==> src/rtl/iob_pfsm_core_pkg.sv <==
// Shared definitions for the programmable FSM engine.
// Holds the CSR word map, the CTRL bit positions and the per-cycle engine action.
package iob_pfsm_core_pkg;

  localparam int CSR_CTRL   = 0;
  localparam int CSR_STATUS = 1;
  localparam int CSR_OUT_EN = 2;
  localparam int CSR_TRANS  = 3;

  localparam int CTRL_RUN      = 0;
  localparam int CTRL_STEP     = 1;
  localparam int CTRL_SOFT_RST = 2;

  localparam int TRANS_W = 32;

  // What the state/output/counter registers do on a given edge.
  typedef enum logic [1:0] {
    ACT_HOLD,
    ACT_FIRE,
    ACT_CLEAR
  } act_e;

endpackage

==> src/rtl/iob_pfsm_core_if.sv <==
// IOb native bus bundle between a host (master) and the PFSM engine (slave).
// Requests are always accepted; read data returns one cycle after the request.
interface iob_pfsm_core_if #(
  parameter int ADDR_W = 6,
  parameter int DATA_W = 32
);

  logic                  iob_avalid_i;
  logic [ADDR_W-1:0]     iob_addr_i;
  logic [DATA_W-1:0]     iob_wdata_i;
  logic [DATA_W/8-1:0]   iob_wstrb_i;
  logic                  iob_rvalid_o;
  logic [DATA_W-1:0]     iob_rdata_o;
  logic                  iob_ready_o;

  modport master (
    output iob_avalid_i, iob_addr_i, iob_wdata_i, iob_wstrb_i,
    input  iob_rvalid_o, iob_rdata_o, iob_ready_o
  );

  modport slave (
    input  iob_avalid_i, iob_addr_i, iob_wdata_i, iob_wstrb_i,
    output iob_rvalid_o, iob_rdata_o, iob_ready_o
  );

endinterface

==> src/rtl/iob_pfsm_core_lut.sv <==
// Transition/output table: one synchronous write port, one asynchronous read port.
// Write lands on the clock edge; a read in the same cycle still sees the old entry. No backpressure.
module iob_pfsm_core_lut #(
  parameter int IDX_W = 3,
  parameter int ENT_W = 4
) (
  input  logic             clk_i,
  input  logic             cke_i,
  input  logic             wr_vld_i,
  input  logic [IDX_W-1:0] wr_idx_i,
  input  logic [ENT_W-1:0] wr_dat_i,
  input  logic [IDX_W-1:0] rd_idx_i,
  output logic [ENT_W-1:0] rd_dat_o
);

  localparam int DEPTH = 1 << IDX_W;

  logic [ENT_W-1:0] mem_q [DEPTH];
  logic [ENT_W-1:0] mem_d [DEPTH];

  always_comb begin
    for (int i = 0; i < DEPTH; i++) begin
      mem_d[i] = mem_q[i];
      if (wr_vld_i && (wr_idx_i == IDX_W'(i))) mem_d[i] = wr_dat_i;
    end
  end

  // Contents are software-loaded, so the array carries no reset.
  always_ff @(posedge clk_i) begin
    if (cke_i) begin
      for (int i = 0; i < DEPTH; i++) mem_q[i] <= mem_d[i];
    end
  end

  assign rd_dat_o = mem_q[rd_idx_i];

endmodule

==> src/rtl/iob_pfsm_core.sv <==
// Programmable FSM engine: LUT-driven state machine with run/step/soft-reset control behind IOb.
// Reads return one cycle after the request; ready is tied high, so there is never backpressure.
module iob_pfsm_core
  import iob_pfsm_core_pkg::*;
#(
  parameter int STATE_W  = 2,
  parameter int INPUT_W  = 1,
  parameter int OUTPUT_W = 2,
  parameter int DATA_W   = 32,
  parameter int ADDR_W   = 6
) (
  input  logic                clk_i,
  input  logic                arst_n_i,
  input  logic                cke_i,
  iob_pfsm_core_if.slave      iob,
  input  logic [INPUT_W-1:0]  input_ports_i,
  output logic [OUTPUT_W-1:0] output_ports_o,
  output logic [OUTPUT_W-1:0] output_enable_o
);

  localparam int IDX_W = STATE_W + INPUT_W;
  localparam int ENT_W = STATE_W + OUTPUT_W;

  logic [STATE_W-1:0]  state_q,   state_d;
  logic [OUTPUT_W-1:0] out_q,     out_d;
  logic [OUTPUT_W-1:0] oen_q,     oen_d;
  logic [TRANS_W-1:0]  trans_q,   trans_d;
  logic                run_q,     run_d;
  logic                step_q,    step_d;
  logic [INPUT_W-1:0]  in_meta_q, in_meta_d;
  logic [INPUT_W-1:0]  in_s_q,    in_s_d;
  logic                rvalid_q,  rvalid_d;
  logic [DATA_W-1:0]   rdata_q,   rdata_d;

  logic                req_wr, req_rd, sel_lut;
  logic                ctrl_wr, oen_wr, lut_we;
  logic [ADDR_W-4:0]   word_idx;
  logic [ENT_W-1:0]    lut_rdat;
  act_e                act;
  logic                unused_bits;

  assign req_wr   = iob.iob_avalid_i && (|iob.iob_wstrb_i);
  assign req_rd   = iob.iob_avalid_i && !(|iob.iob_wstrb_i);
  assign sel_lut  = iob.iob_addr_i[ADDR_W-1];
  assign word_idx = iob.iob_addr_i[ADDR_W-2:2];
  assign ctrl_wr  = req_wr && !sel_lut && (int'(word_idx) == CSR_CTRL);
  assign oen_wr   = req_wr && !sel_lut && (int'(word_idx) == CSR_OUT_EN);
  assign lut_we   = req_wr && sel_lut;

  assign unused_bits = ^{iob.iob_wdata_i, iob.iob_addr_i[1:0]};

  iob_pfsm_core_lut #(
    .IDX_W (IDX_W),
    .ENT_W (ENT_W)
  ) u_lut (
    .clk_i    (clk_i),
    .cke_i    (cke_i),
    .wr_vld_i (lut_we),
    .wr_idx_i (iob.iob_addr_i[IDX_W+1:2]),
    .wr_dat_i (iob.iob_wdata_i[ENT_W-1:0]),
    .rd_idx_i ({state_q, in_s_q}),
    .rd_dat_o (lut_rdat)
  );

  always_comb begin
    state_d   = state_q;
    out_d     = out_q;
    oen_d     = oen_q;
    trans_d   = trans_q;
    run_d     = run_q;
    step_d    = 1'b0;
    in_meta_d = input_ports_i;
    in_s_d    = in_meta_q;
    rvalid_d  = req_rd;
    rdata_d   = '0;

    // Soft reset from the bus beats any transition due on the same edge.
    act = ACT_HOLD;
    if (ctrl_wr && iob.iob_wdata_i[CTRL_SOFT_RST]) act = ACT_CLEAR;
    else if (run_q || step_q)                     act = ACT_FIRE;

    if (ctrl_wr) begin
      run_d  = iob.iob_wdata_i[CTRL_RUN];
      // A step only means something when the engine is left halted by this write.
      step_d = iob.iob_wdata_i[CTRL_STEP] && !iob.iob_wdata_i[CTRL_RUN] &&
               !iob.iob_wdata_i[CTRL_SOFT_RST];
    end
    if (oen_wr) oen_d = iob.iob_wdata_i[OUTPUT_W-1:0];

    case (act)
      ACT_CLEAR: begin
        state_d = '0;
        out_d   = '0;
        trans_d = '0;
      end
      ACT_FIRE: begin
        state_d = lut_rdat[ENT_W-1:OUTPUT_W];
        out_d   = lut_rdat[OUTPUT_W-1:0];
        trans_d = trans_q + TRANS_W'(1);
      end
      default: ;
    endcase

    if (req_rd && !sel_lut) begin
      case (int'(word_idx))
        CSR_STATUS: begin
          rdata_d[STATE_W-1:0] = state_q;
          rdata_d[DATA_W-1]    = run_q;
        end
        CSR_OUT_EN: rdata_d[OUTPUT_W-1:0] = oen_q;
        CSR_TRANS:  rdata_d[TRANS_W-1:0]  = trans_q;
        default: ;
      endcase
    end
  end

  always_ff @(posedge clk_i or negedge arst_n_i) begin
    if (!arst_n_i) begin
      state_q   <= '0;
      out_q     <= '0;
      oen_q     <= '0;
      trans_q   <= '0;
      run_q     <= 1'b0;
      step_q    <= 1'b0;
      in_meta_q <= '0;
      in_s_q    <= '0;
      rvalid_q  <= 1'b0;
      rdata_q   <= '0;
    end else if (cke_i) begin
      state_q   <= state_d;
      out_q     <= out_d;
      oen_q     <= oen_d;
      trans_q   <= trans_d;
      run_q     <= run_d;
      step_q    <= step_d;
      in_meta_q <= in_meta_d;
      in_s_q    <= in_s_d;
      rvalid_q  <= rvalid_d;
      rdata_q   <= rdata_d;
    end
  end

  assign iob.iob_ready_o  = 1'b1;
  assign iob.iob_rvalid_o = rvalid_q;
  assign iob.iob_rdata_o  = rdata_q;
  assign output_ports_o   = out_q;
  assign output_enable_o  = oen_q;

endmodule
==> src/flat_wrapper.sv <==
// flat-port wrapper written by rule: the top's interface ports become plain ports
module iob_pfsm_core_flat import iob_pfsm_core_pkg::*;
#(
  parameter int STATE_W  = 2,
  parameter int INPUT_W  = 1,
  parameter int OUTPUT_W = 2,
  parameter int DATA_W   = 32,
  parameter int ADDR_W   = 6
)
  (clk_i, arst_n_i, cke_i, input_ports_i, output_ports_o, output_enable_o, iob_iob_avalid_i, iob_iob_addr_i, iob_iob_wdata_i, iob_iob_wstrb_i, iob_iob_rvalid_o, iob_iob_rdata_o, iob_iob_ready_o);
  iob_pfsm_core_if #(.ADDR_W(ADDR_W), .DATA_W(DATA_W)) iob_i ();
  input  logic clk_i;
  input  logic arst_n_i;
  input  logic cke_i;
  input  logic [INPUT_W-1:0] input_ports_i;
  output logic [OUTPUT_W-1:0] output_ports_o;
  output logic [OUTPUT_W-1:0] output_enable_o;
  input wire logic [$bits(iob_i.iob_avalid_i)-1:0] iob_iob_avalid_i;
  input wire logic [$bits(iob_i.iob_addr_i)-1:0] iob_iob_addr_i;
  input wire logic [$bits(iob_i.iob_wdata_i)-1:0] iob_iob_wdata_i;
  input wire logic [$bits(iob_i.iob_wstrb_i)-1:0] iob_iob_wstrb_i;
  output wire logic [$bits(iob_i.iob_rvalid_o)-1:0] iob_iob_rvalid_o;
  output wire logic [$bits(iob_i.iob_rdata_o)-1:0] iob_iob_rdata_o;
  output wire logic [$bits(iob_i.iob_ready_o)-1:0] iob_iob_ready_o;
  assign iob_i.iob_avalid_i = iob_iob_avalid_i;
  assign iob_i.iob_addr_i = iob_iob_addr_i;
  assign iob_i.iob_wdata_i = iob_iob_wdata_i;
  assign iob_i.iob_wstrb_i = iob_iob_wstrb_i;
  assign iob_iob_rvalid_o = iob_i.iob_rvalid_o;
  assign iob_iob_rdata_o = iob_i.iob_rdata_o;
  assign iob_iob_ready_o = iob_i.iob_ready_o;
  iob_pfsm_core #(.STATE_W(STATE_W), .INPUT_W(INPUT_W), .OUTPUT_W(OUTPUT_W), .DATA_W(DATA_W), .ADDR_W(ADDR_W)) u_core (.clk_i(clk_i), .arst_n_i(arst_n_i), .cke_i(cke_i), .iob(iob_i), .input_ports_i(input_ports_i), .output_ports_o(output_ports_o), .output_enable_o(output_enable_o));
endmodule
==> config.mk <==
export PLATFORM = sky130hd
export DESIGN_NAME = iob_pfsm_core_flat
export DESIGN_NICKNAME = d
export VERILOG_FILES = /design/src/rtl/iob_pfsm_core_pkg.sv /design/src/rtl/iob_pfsm_core_if.sv /design/src/rtl/iob_pfsm_core_lut.sv /design/src/rtl/iob_pfsm_core.sv /design/src/flat_wrapper.sv
export SDC_FILE = /design/constraint.sdc
export NUM_CORES = 1
export LEC_CHECK = 0
export CORE_MARGIN = 5
export CORE_UTILIZATION = 45
export CTS_CLUSTER_DIAMETER = 150
export DETAILED_ROUTE_END_ITERATION = 8
export HOLD_SLACK_MARGIN = 0.08
export PLACE_DENSITY = 0.7
export RECOVER_POWER = 100
export SLEW_MARGIN = 20
export SYNTH_ARGS = -nofsm -noshare
export SYNTH_HDL_FRONTEND = slang
export SYNTH_SLANG_ARGS = --single-unit
export TNS_END_PERCENT = 10
==> constraint.sdc <==
create_clock -name clk_i -period 2 [get_ports clk_i]
set_input_delay 0.4 -clock clk_i [delete_from_list [all_inputs] [get_ports clk_i]]
set_output_delay 0.4 -clock clk_i [all_outputs]
set_load 0.01 [all_outputs]
# Yosys cells after proc, flatten, opt, wreduce, memory -nomap -nowiden
# Memories as Yosys holds them, arrays and structs flattened.
# Cells that the tools add are included.
# W data, S select, Z words.
# word_totals
regBits	75
mem_bits_rw	32
out_inout_bits	38
input_bits	47
mem_count	1
# memory_table
memory	words	word_bits	read_ports	rd_ports_with_merged_regs	wr	line_no	source
u_core.u_lut.mem_q	8	4	1	0	1	iob_pfsm_core_lut.sv:18	logic [ENT_W-1:0] mem_q [DEPTH];
# op_classes
n_eq_ne	18
n_mux	41
n_addsub	1
reduce_logical	45
# op_table
op	n
$pmux W32 S2	1
$mux W4	15
$add A32 B1 Y32 const B	1
$mux W32	1
$reduce_or A4 Y1	8
$mux W29	1
$reduce_and A2 Y1	11
$mux W3	7
$logic_and A1 B1 Y1	18
$eq A3 B3 Y1 const B	5
$mux W1	11
$ne A1 B1 Y1 const B	8
$pmux W2 S2	2
$eq A3 B2 Y1 const B	2
$logic_not A3 Y1	2
$pmux W2 S3	1
$logic_not A1 Y1	4
$eq A3 B1 Y1 const B	1
$eq A2 B1 Y1 const B	1
$eq A2 B2 Y1 const B	1
$mux W2	1
$pmux W1 S2	1
$reduce_bool A2 Y1	1
$logic_or A1 B1 Y1	1

# Depth between registers and ports, before layout
# Gate-level depths: netlist of run 1.
# logic_depth
ltp_word	14
depth_mapped	7
ltp_nobuf	6

# By module
# Synthesis of run 1 repeated with hierarchy kept, for this count alone.
# hier_totals
cells_unflattened	457
hier_area_um2	4966.0
# by_module_without_submodules
module	cells_each	instances	area_each_um2
iob_pfsm_core	397	1	3667.3
iob_pfsm_core_lut	60	1	1298.7

# Least setup slack after synthesis of run 1
# No wires, ideal clock.
# synth_path
path_type	input to register
start	input port iob_iob_wstrb_i[3]
end	register u_core.rdata_q[23] (netlist: u_core.iob.iob_rdata_o[23])
n_path_buf	3
arrival_time_ps	1815
slack_ps	118
stages	7
setup_time_ps	66
path_cell_list	or4_4 -> buf_6 -> nor4_4 -> and2_4 -> buf_8 -> buf_12 -> a22o_1
# synth_between
elab_chain_len	5
# synth_lines
item	line_no	source
start, declared	flat_wrapper.sv:21	input wire logic [$bits(iob_i.iob_wstrb_i)-1:0] iob_iob_wstrb_i;
$reduce_or A4 Y1	iob_pfsm_core.sv:43	assign req_rd = iob.iob_avalid_i && !(|iob.iob_wstrb_i);
$logic_not A1 Y1	iob_pfsm_core.sv:43	
$logic_and A1 B1 Y1	iob_pfsm_core.sv:43	
$logic_and A1 B1 Y1	iob_pfsm_core.sv:104	if (req_rd && !sel_lut) begin
$mux W32	iob_pfsm_core.sv:104	
end signal, assigned	iob_pfsm_core.sv:139	rdata_q <= rdata_d;
end, declared	iob_pfsm_core.sv:33	logic [DATA_W-1:0] rdata_q, rdata_d;
# Every way passes these cells.
# A chain may end at the register's enable or synchronous reset.

# Final worst setup path of run 1
# layout_path
start	input port iob_iob_wstrb_i[3]
end	register u_core.rdata_q[9] (netlist: u_core.iob.iob_rdata_o[9])
# The elaborated chain is that of the path after synthesis.

==> results of run 1 <==
[logic make-up after synthesis]
family,after synthesis,share of synthesized area
AO/OA/AOI/OAI,121,0.172
flip-flops,107,0.580
buffers and inverters,29,0.0330
multiplexers,22,0.0678
other,1,0.000767
adder cells (fa/ha/maj),1,0.00256
AND/OR/NAND/NOR,119,0.144
[power by group through the flow]
| stage | Sequential [W] | Clock (W) | Combinational, W |
|---|---|---|---|
| after floorplan | 0.00247 | 0 | 0.000472 |
| after global placement | 0.00256 | 0 | 0.000717 |
| after detailed placement | 0.00256 | 0 | 0.000734 |
| after CTS | 0.00251 | 0.00141 | 0.000737 |
| after global routing | 0.00254 | 0.00152 | 0.000818 |
| final | 0.00251 | 0.00137 | 0.000742 |
[sequential cells by signal, summed over array words and instances, names as in the netlist]
name,flops
u_core.iob.iob_rdata_o,32
u_core.trans_q,32
u_core.u_lut.mem_q,32
u_core.output_enable_o,2
u_core.output_ports_o,2
u_core.state_q,2
u_core.in_meta_q,1
u_core.in_s_q,1
u_core.iob.iob_rvalid_o,1
u_core.run_q,1
u_core.step_q,1
[cells in the mapped netlist (all sizes together), types with 2 or more instances]
| master | n | area (sq um) |
|---|---|---|
| nand2 | 23 | 86.3 |
| edfxtp | 32 | 961 |
| nand4 | 13 | 103 |
| nor3 | 10 | 61.3 |
| o31ai | 3 | 22.5 |
| nand2b | 4 | 25.0 |
| a31oi | 11 | 68.8 |
| o41ai | 2 | 17.5 |
| and2 | 3 | 21.3 |
| a21oi | 13 | 65.1 |
| or2 | 2 | 12.5 |
| dfrtp | 75 | 1880 |
| nand4b | 2 | 17.5 |
| a32o | 2 | 20.0 |
| buf | 13 | 101 |
| nand3 | 17 | 85.1 |
| clkbuf | 12 | 45.0 |
| a21o | 3 | 22.5 |
| o21ai | 42 | 214 |
| o311ai | 2 | 35.0 |
| mux4 | 8 | 180 |
| a22o | 36 | 315 |
| and3 | 3 | 18.8 |
| inv | 4 | 15.0 |
| nor4 | 8 | 116 |
| nor2b | 2 | 12.5 |
| mux2i | 5 | 50.1 |
| nor2 | 28 | 105 |
| mux2 | 9 | 101 |
| a41oi | 2 | 17.5 |
[worst max-delay path, stage by stage]
cell	delay, ns
clkdlybuf4s50_1	0.46
or4_4	0.58
nor4_4	0.29
and2_4	0.21
buf_12	0.16
a22o_1	0.15
[timing repair]
| item | in CTS | in global routing |
|---|---|---|
| gates resized for setup | 0 | 7 |
| endpoints found under the setup margin | 0 | 19 |
| endpoints found under the hold margin | 29 | 0 |
| hold buffers | 1 | 0 |
| setup buffers | 0 | 1 |
[routing by layer]
metal  GRT usage  vias to the layer above  routed length, microns
met2       0.285                      108                    5100
met1       0.240                     1753                    4760
met3      0.0396                       13                     596
met5           0                        -                       0
met4      0.0562                        0                     150
li1            -                     1728                       -
[through the flow]
stage	hold WS [ns]	cells	setup slack, ns	power [W]
after floorplan	0.104	400	0.118	0.00294
after global placement	0.355	621	-0.333	0.00328
after detailed placement	0.366	621	-0.398	0.00329
after CTS	0.475	638	0.0249	0.00466
after global routing	0.527	639	-0.0538	0.00488
final	0.506	639	0.0572	0.00463
[cell type report]
class,instances,area (sq um)
fill,927,4610
sequential,107,2840
multi-input combinational,264,1910
timing repair buffer,108,995
tap,140,175
clock buffer,9,124
clock inverter,7,81.3
inverter,4,15.0
[path summary, 6_finish.rpt]
kind                                              endpoint  cells past startpoint
worst max-delay path             u_core.iob.iob_rdata_o[9]                      6
worst min-delay path               u_core.iob.iob_rvalid_o                      1
worst max register to register           u_core.trans_q[9]                      5
worst min register to register     u_core.iob.iob_rvalid_o                      1
max in group asynchronous       u_core.iob.iob_rdata_o[14]                      3
min in group asynchronous        u_core.iob.iob_rdata_o[1]                      2
==> summary.txt, run 1 <==
Status
  – Status: complete, no violations

STA
  – Skew final: approximately 0.012 ns
  – Worst slew pin tran: a little over 0.8 ns
  – Period minus WS final: 1.94 ns
  – Final Hold Viols: 0
  – Rel. slew slack: 0.459
  – Unrepaired setup endpoints after global routing: true
  – Max frequency: 515 MHz
  – Final setup viols: 0
  – Sum Neg Setup Slack: 0 ns
  – Period Utilization, post-route: 0.971
  – Final Max Tran Viols: 0

Place
  – Detailed placement HPWL: 7920 microns
  – Buffers on Ports: 53
  – Placement Cell Area: 0.00589 sq mm
  – Routability cong.: 0.861

CTS
  – CTS root buf: clkbuf_8
  – CTS sink cnt: 107
  – CTS Buffer Depth: 2
  – TritonCTS buffer count: 9
  – Insertion delay to the later sink of the worst-skew pair: 0.38 ns
  – Reg clk slew, reported paths: between 0.1 and 0.15 ns
  – Htree depth: 3
  – CTS tree: built

Synth
  – Flops & latches, synth: 107
  – Top FF cell, synth: dfrtp_1
  – Syn avg cell area: 12.2 sq um
  – Synth Instances: 400
  – Ys Warns: 0
  – Seq/Total Area, Yosys: 0.580
  – Syn_nets: 448
  – Post-synth EDFFs: 32
  – Share of synthesized registers carrying an async set or reset: 0.701
  – Synth unique cells: 55
  – Synth Cell Area: 0.00489 sq mm

Critical path
  – Crit path from: iob_iob_wstrb_i[3]
  – CP max FO: 24
  – Crit path DAT: 2.27 ns
  – Critical path class: primary input to register
  – Setup slack, reg-to-reg: 0.15 ns
  – WP data required: 2.32 ns
  – Crit. End Element: register
  – CP Launch Type: primary input
  – RR Startpoint: u_core.trans_q[2]

GRT
  – Overflow after GRT: 0
  – Antenna violations before repair: 0
  – Total global-route track usage: 0.177
  – First-pass GRT wire length: around 18000 microns
  – Largest net degree at the start of global routing: 47
  – Via count of the first global-routing pass: 3657

Detailed routing
  – Detailed Route Iter0 Violations: 325
  – DRT antenna net count: 0
  – WL/cell: 16.6 microns
  – DRC Markers: 0
  – Drt first pass iters: 5
  – DR vias/cell: ~5.6
  – Drt total wl: 10600 microns
  – DR vias: 3602

Pwr
  – Cell Pwr Density: 755 mW/mm^2
  – P_leak: 2.51 nW
  – Internal power: 0.00335 W
  – Sequential share of power: 0.543
  – Maximum vdd ir drop: 0.000334 V
  – Comb pwr share: 0.160
  – Clock network power share: 0.297
  – Sw frac: 0.276
  – Switch Pwr: 0.00128 W

Layout
  – Antenna Cells: 0
  – Most common cell after layout, fill and taps aside: dfrtp_1
  – Final Util: 0.571
  – Commonest cells after routing, fill and taps aside: dfrtp_1 (75), clkdlybuf4s50_1 (52), buf_4 (49)
  – Layout cells sized above 1: 0.214
  – Area Growth Syn to Fin: 25.5%
  – Post-route cell area: 0.00613 sq mm
  – Fin nets: about 540

Die
  – Die height: 114 microns
  – Die width: 114 microns
  – IO Count: 85
  – CORE AREA: 0.0107 sq mm
  – Initial core utilization: 0.455
  – Full die area: 0.0131 sq mm
  – Row count: 38

Hold path
  – HP Class: register to register
  – Worst hold path startpoint: u_core.iob.iob_rvalid_o

Run
  – Max Cap Violations: 0
No activity file was read; power rests on OpenSTA's default activity.
==> inputs of run 2 (changes only) <==
--- a/config.mk
+++ b/config.mk
@@ -5,12 +5,14 @@
 export SDC_FILE = /design/constraint.sdc
 export NUM_CORES = 1
 export LEC_CHECK = 0
+export CELL_PAD_IN_SITES_DETAIL_PLACEMENT = 1
+export CELL_PAD_IN_SITES_GLOBAL_PLACEMENT = 1
 export CORE_MARGIN = 5
-export CORE_UTILIZATION = 45
+export CORE_UTILIZATION = 42
 export CTS_CLUSTER_DIAMETER = 150
 export DETAILED_ROUTE_END_ITERATION = 8
 export HOLD_SLACK_MARGIN = 0.08
-export PLACE_DENSITY = 0.7
+export PLACE_DENSITY_LB_ADDON = 0.1
 export RECOVER_POWER = 100
 export SLEW_MARGIN = 20
 export SYNTH_ARGS = -nofsm -noshare
==> run 2 against run 1 <==
Flip-flop and latch count unchanged. Count of clock-buffer cells in the layout is the same. Register-to-register slack better by 0.06 ns. Design area is 2.2% higher. First-iteration DRC count shrank 42%. Critical endpoint is now u_core.output_ports_o[1]. Largest cell class unchanged.
==> summary.txt, run 2 (synthesis results as in run 1) <==
Die
  – Die height: 118 microns
  – CORE AREA: 0.0114 sq mm
  – Full die area: about 0.014 sq mm
  – Die width: about 120 microns
  – IO Count: 85
  – Row count: 39
  – Initial core utilization: 0.428

STA
  – Final Hold Viols: 0
  – Final setup viols: 0
  – Setup WS post-layout: 0.0174 ns
  – Period minus WS final: 1.98 ns
  – Skew final: 0.00882 ns
  – Final Max Tran Viols: 0
  – Rel. slew slack: 0.293
  – Hold Worst Slack: 0.496 ns
  – Worst slew pin tran: 1.06 ns
  – Max frequency: 504 MHz
  – Period Utilization, post-route: 0.991
  – Unrepaired setup endpoints after global routing: true

Layout
  – Commonest cells after routing, fill and taps aside: dfrtp_1 (72), buf_4 (52), dlygate4sd3_1 (41)
  – Antenna Cells: 0
  – Most common cell after layout, fill and taps aside: dfrtp_1
  – Area Growth Syn to Fin: 28.2%
  – Fin nets: 550
  – Layout cells sized above 1: 0.229
  – Fillcell total: 1216
  – Post-Layout Cell Count: 650

Detailed routing
  – Drt first pass iters: 4
  – DRC Markers: 0
  – DRT antenna net count: 0
  – WL/cell: 20.1 microns
  – DR vias/cell: 5.80
  – DR vias: between 3000 and 4000
  – Detailed Route Iter0 Violations: 187
  – Drt total wl: 13100 microns

Pwr
  – P_leak: 2.72 nW
  – Maximum vdd ir drop: 0.000622 V
  – Cell Pwr Density: 806 mW/mm^2

Place
  – Inst Count DP: about 630
  – Routability cong.: 0.857
  – Buffers on Ports: 53
  – Detailed placement HPWL: 9270 microns
  – Post-place setup slack: -0.451 ns

GRT
  – Via count of the first global-routing pass: 4012
  – Largest net degree at the start of global routing: 76
  – Met1 GRT Util: 0.271
  – Antenna violations before repair: 0
  – Overflow after GRT: 0
  – Grt met3 use: 0.0336
  – Met2 Resource Use GR: 0.300
  – Total global-route track usage: 0.192
  – First-pass GRT wire length: 21600 microns
  – Gr busiest metal: met2

Run
  – Max Cap Violations: 0

CTS
  – CTS tree: built
  – CTS Buffer Depth: 2
  – TritonCTS buffer count: 9
  – CTS root buf: clkbuf_16
  – Reg clk slew, reported paths: 0.08 ns
  – CTS sink cnt: 107
  – Insertion delay to the later sink of the worst-skew pair: 0.35 ns
  – Htree depth: 3

Critical path
  – CP max FO: 5
  – Crit path DAT: roughly 2.2 ns
  – Critical path class: primary input to register
  – CP Launch Type: primary input
  – Crit. End Element: register
  – WP data required: 2.23 ns

Hold path
  – HP Class: register to register

Status
  – Status: complete, no violations
[run 2: changes by cell type in the layout (fill, tap and decap cells not counted), moves of 4 or more]
cell | previous run | this run
o21ai_1 | 13 | 19
buf_6 | 1 | 5
clkdlybuf4s50_1 | 52 | 8
o21ai_0 | 28 | 22
dlygate4sd3_1 | 1 | 41
clkbuf_8 | 9 | 0
clkbuf_16 | 0 | 9
[run 2: report_power, final]
part	leakage (nW)	internal [W]	switching, W	total, W
sequential	1.31	0.00236	0.000178	0.00253
clock	0.139	0.000875	0.000880	0.00176
combinational	1.26	0.000386	0.000375	0.000761
total	2.72	0.00362	0.00143	0.00505
[run 2: timing repair]
action,CTS,global route
endpoints found under the setup margin,9,36
gates resized for setup,4,21
buffers inserted,0,5
hold buffers,1,0
pin swaps,2,6
hold endpoints to repair,57,0
[run 2: cell type report]
type / count / area [sq um] / share of cell area
Clock buffer: 9 / 225 / 0.0359
Sequential cell: 107 / 2840 / 0.453
Tap cell: 143 / 179 / 0.0285
Inverter: 4 / 15.0 / 0.00240
Clock inverter: 7 / 62.6 / 0.00998
Timing Repair Buffer: 116 / 1030 / 0.165
Multi-Input combinational cell: 264 / 1910 / 0.305
[run 2: per-stage QoR]
stage               total power [W]   util  setup TNS, ns  instance area (sq um)
floorplan                   0.00294      -              0                   4890
global route                0.00529  0.549        -0.0536                   6270
CTS                         0.00510  0.545              0                   6230
global placement            0.00330  0.518         -27.10                   5920
detailed placement          0.00332  0.518         -30.17                   5920
finish                      0.00505  0.549              0                   6270
[run 2: worst paths after layout]
path	cells past startpoint	end	slack, ns	start
min in group asynchronous	3	u_core.iob.iob_rdata_o[16]	0.91	arst_n_i
max	9	u_core.output_ports_o[1]	0.02	iob_iob_addr_i[4]
min reg2reg	1	u_core.iob.iob_rvalid_o	0.50	u_core.iob.iob_rvalid_o
max reg2reg	5	u_core.trans_q[26]	0.21	u_core.trans_q[13]
max in group asynchronous	3	u_core.trans_q[0]	0.36	arst_n_i
min	1	u_core.iob.iob_rvalid_o	0.50	u_core.iob.iob_rvalid_o
[run 2: worst max-delay path, stage by stage]
cell             delay, ns
clkdlybuf4s50_1       0.41
or2_4                 0.28
buf_4                 0.16
o311ai_4              0.37
buf_6                 0.18
buf_4                 0.13
buf_4                 0.11
buf_4                 0.10
o21ai_0               0.08
[run 2: layer usage]
metal | up-vias | share of wire
li1 | 1745 | -
met3 | 11 | 0.038
met4 | 0 | 0.014
met1 | 1943 | 0.47
met2 | 73 | 0.48
met5 | - | 0
==> inputs of run 3 (changes only) <==
--- a/config.mk
+++ b/config.mk
@@ -12,7 +12,7 @@
 export CTS_CLUSTER_DIAMETER = 150
 export DETAILED_ROUTE_END_ITERATION = 8
 export HOLD_SLACK_MARGIN = 0.08
-export PLACE_DENSITY_LB_ADDON = 0.1
+export PLACE_DENSITY = 0.77
 export RECOVER_POWER = 100
 export SLEW_MARGIN = 20
 export SYNTH_ARGS = -nofsm -noshare
==> run 3 against run 2 <==
Core utilization rose by 1.0 points. Sequential power about the same. Fmax rose by 0.17%. Die area did not move. Count of clock-buffer cells in the layout unchanged. Global-route usage grew 1.5 points. Power is 4.2% higher. Wire length up 6.5%. Worst hold slack better by 0.0014 ns. Largest power group unchanged. Cell count grew 0.46%.
==> summary.txt, run 3 (synthesis results as in run 1) <==
Status
  – Status: complete, no violations

Detailed routing
  – DRC Markers: 0
  – Drt total wl: 13900 microns
  – DRT antenna net count: 0
  – Drt first pass iters: 4
  – DR vias: 3833
  – Detailed Route Iter0 Violations: 169
  – DR vias/cell: between 5 and 6
  – WL/cell: 21.3 microns

GRT
  – Total global-route track usage: 0.208
  – Via count of the first global-routing pass: between 4000 and 5000
  – Largest net degree at the start of global routing: 39
  – First-pass GRT wire length: 23200 microns
  – Overflow after GRT: 0
  – Antenna violations before repair: 0

Layout
  – Area Growth Syn to Fin: 30.5%
  – Most common cell after layout, fill and taps aside: dfrtp_1
  – Antenna Cells: 0
  – Post-Layout Cell Count: 653
  – Layout cells sized above 1: 0.233
  – Fin nets: around 550
  – Commonest cells after routing, fill and taps aside: dfrtp_1 (74), buf_4 (45), dlygate4sd3_1 (41)

Hold path
  – HP Class: register to register

Critical path
  – Crit. End Element: register
  – CP Launch Type: primary input
  – WP data required: roughly 2.2 ns
  – Crit path DAT: 2.22 ns
  – CP max FO: 5
  – Critical path class: primary input to register

Pwr
  – Maximum vdd ir drop: roughly 0.00044 V
  – Cell Pwr Density: 824 mW/mm^2
  – P_leak: roughly 2.8 nW
  – Total power draw: between 0.005 and 0.006 W

CTS
  – CTS tree: built
  – CTS sink cnt: 107
  – CTS Buffer Depth: 2
  – TritonCTS buffer count: 9
  – CTS root buf: clkbuf_16
  – Insertion delay to the later sink of the worst-skew pair: 0.36 ns
  – Htree depth: 3
  – Reg clk slew, reported paths: 0.07 ns

Die
  – Initial core utilization: 0.428
  – Die height: between 100 and 150 microns
  – Row count: 39
  – Full die area: between 0.01 and 0.015 sq mm
  – Die width: 118 microns
  – IO Count: 85
  – CORE AREA: 0.0114 sq mm

STA
  – Period minus WS final: 1.98 ns
  – Final setup viols: 0
  – Max frequency: 505 MHz
  – Worst slew pin tran: approximately 0.94 ns
  – Final Max Tran Viols: 0
  – Unrepaired setup endpoints after global routing: true
  – Final Hold Viols: 0
  – Rel. slew slack: 0.374
  – Skew final: about 0.010 ns
  – Period Utilization, post-route: 0.990
  – Sum Neg Setup Slack: 0 ns

Place
  – Inst Count DP: 630
  – Routability cong.: 0.824
  – Detailed placement HPWL: 9800 microns
  – Buffers on Ports: 53

Run
  – Max Cap Violations: 0
==> run 3: cell types whose count changed in the layout (fill, tap and decap cells not counted), moves of 2 or more <==
cell / before / now
buf_4: 52 / 45
buf_6: 5 / 8
clkbuf_1: 1 / 5
dfrtp_1: 72 / 74
dfrtp_2: 3 / 1
inv_6: 4 / 2
inv_8: 1 / 3
nor2_1: 28 / 25
nor2_2: 0 / 2
nor4_2: 3 / 1
o21ai_0: 22 / 24
o21ai_1: 19 / 17
==> run 3: repair_timing <==
item,CTS,global route
setup endpoints to repair,26,39
gates resized for setup,12,21
hold buffers,1,0
buffers inserted,5,0
pin swaps,4,5
hold endpoints to repair,37,0
cloned,1,0
==> run 3: worst paths after layout <==
path                                          from                          to  slack [ns]  depth (start not counted)
worst min register to register  u_core.trans_q[18]          u_core.trans_q[18]        0.50                          1
worst max-delay path            iob_iob_wstrb_i[1]   u_core.output_enable_o[1]        0.02                          7
min in group asynchronous                 arst_n_i  u_core.iob.iob_rdata_o[14]        0.71                          2
worst min-delay path            u_core.trans_q[18]          u_core.trans_q[18]        0.50                          1
worst max register to register  u_core.trans_q[13]          u_core.trans_q[30]        0.11                          5
max in group asynchronous                 arst_n_i           u_core.trans_q[1]        0.40                          3
==> run 3: routing by layer <==
| layer | wire [microns] | GRT usage |
|---|---|---|
| met3 | 461 | 0.0351 |
| met1 | 5870 | 0.265 |
| met5 | 0 | 0 |
| met2 | 7290 | 0.359 |
| met4 | 277 | 0.0667 |
==> run 3: worst max-delay path, cell delays in order <==
cell             delay, ns
clkdlybuf4s50_1       0.45
or4_1                 0.57
buf_4                 0.19
nand2b_1              0.10
nor3_1                0.06
nand2_1               0.11
mux2_2                0.34
==> run 3: layout make-up <==
type / count / area (sq um)
fillers: 1198 / 5040
flip-flops and latches: 107 / 2840
multi-input cells: 264 / 1950
repair buffers: 119 / 1080
clock buffers: 9 / 225
well taps: 143 / 179
clock inverters: 7 / 90.1
inverters: 4 / 15.0
==> run 3: where the power goes <==
| part | switching (W) | internal (W) | total (W) |
|---|---|---|---|
| Clock | 0.000883 | 0.00101 | 0.00189 |
| Sequential | 0.000155 | 0.00235 | 0.00251 |
| Combinational | 0.000433 | 0.000425 | 0.000858 |
| Total | 0.00147 | 0.00379 | 0.00526 |
==> run 3: per-stage QoR <==
stage	hold WS (ns)	worst slack, ns	utilization	cell area (sq um)
4_1_cts	0.503	0.00567	0.557	6350
2_1_floorplan	0.104	0.118	-	4890
5_1_grt	0.529	-0.0392	0.559	6380
3_3_place_gp	0.395	-0.368	0.519	5930
3_5_place_dp	0.409	-0.469	0.519	5930
6_report	0.498	0.0208	0.559	6380
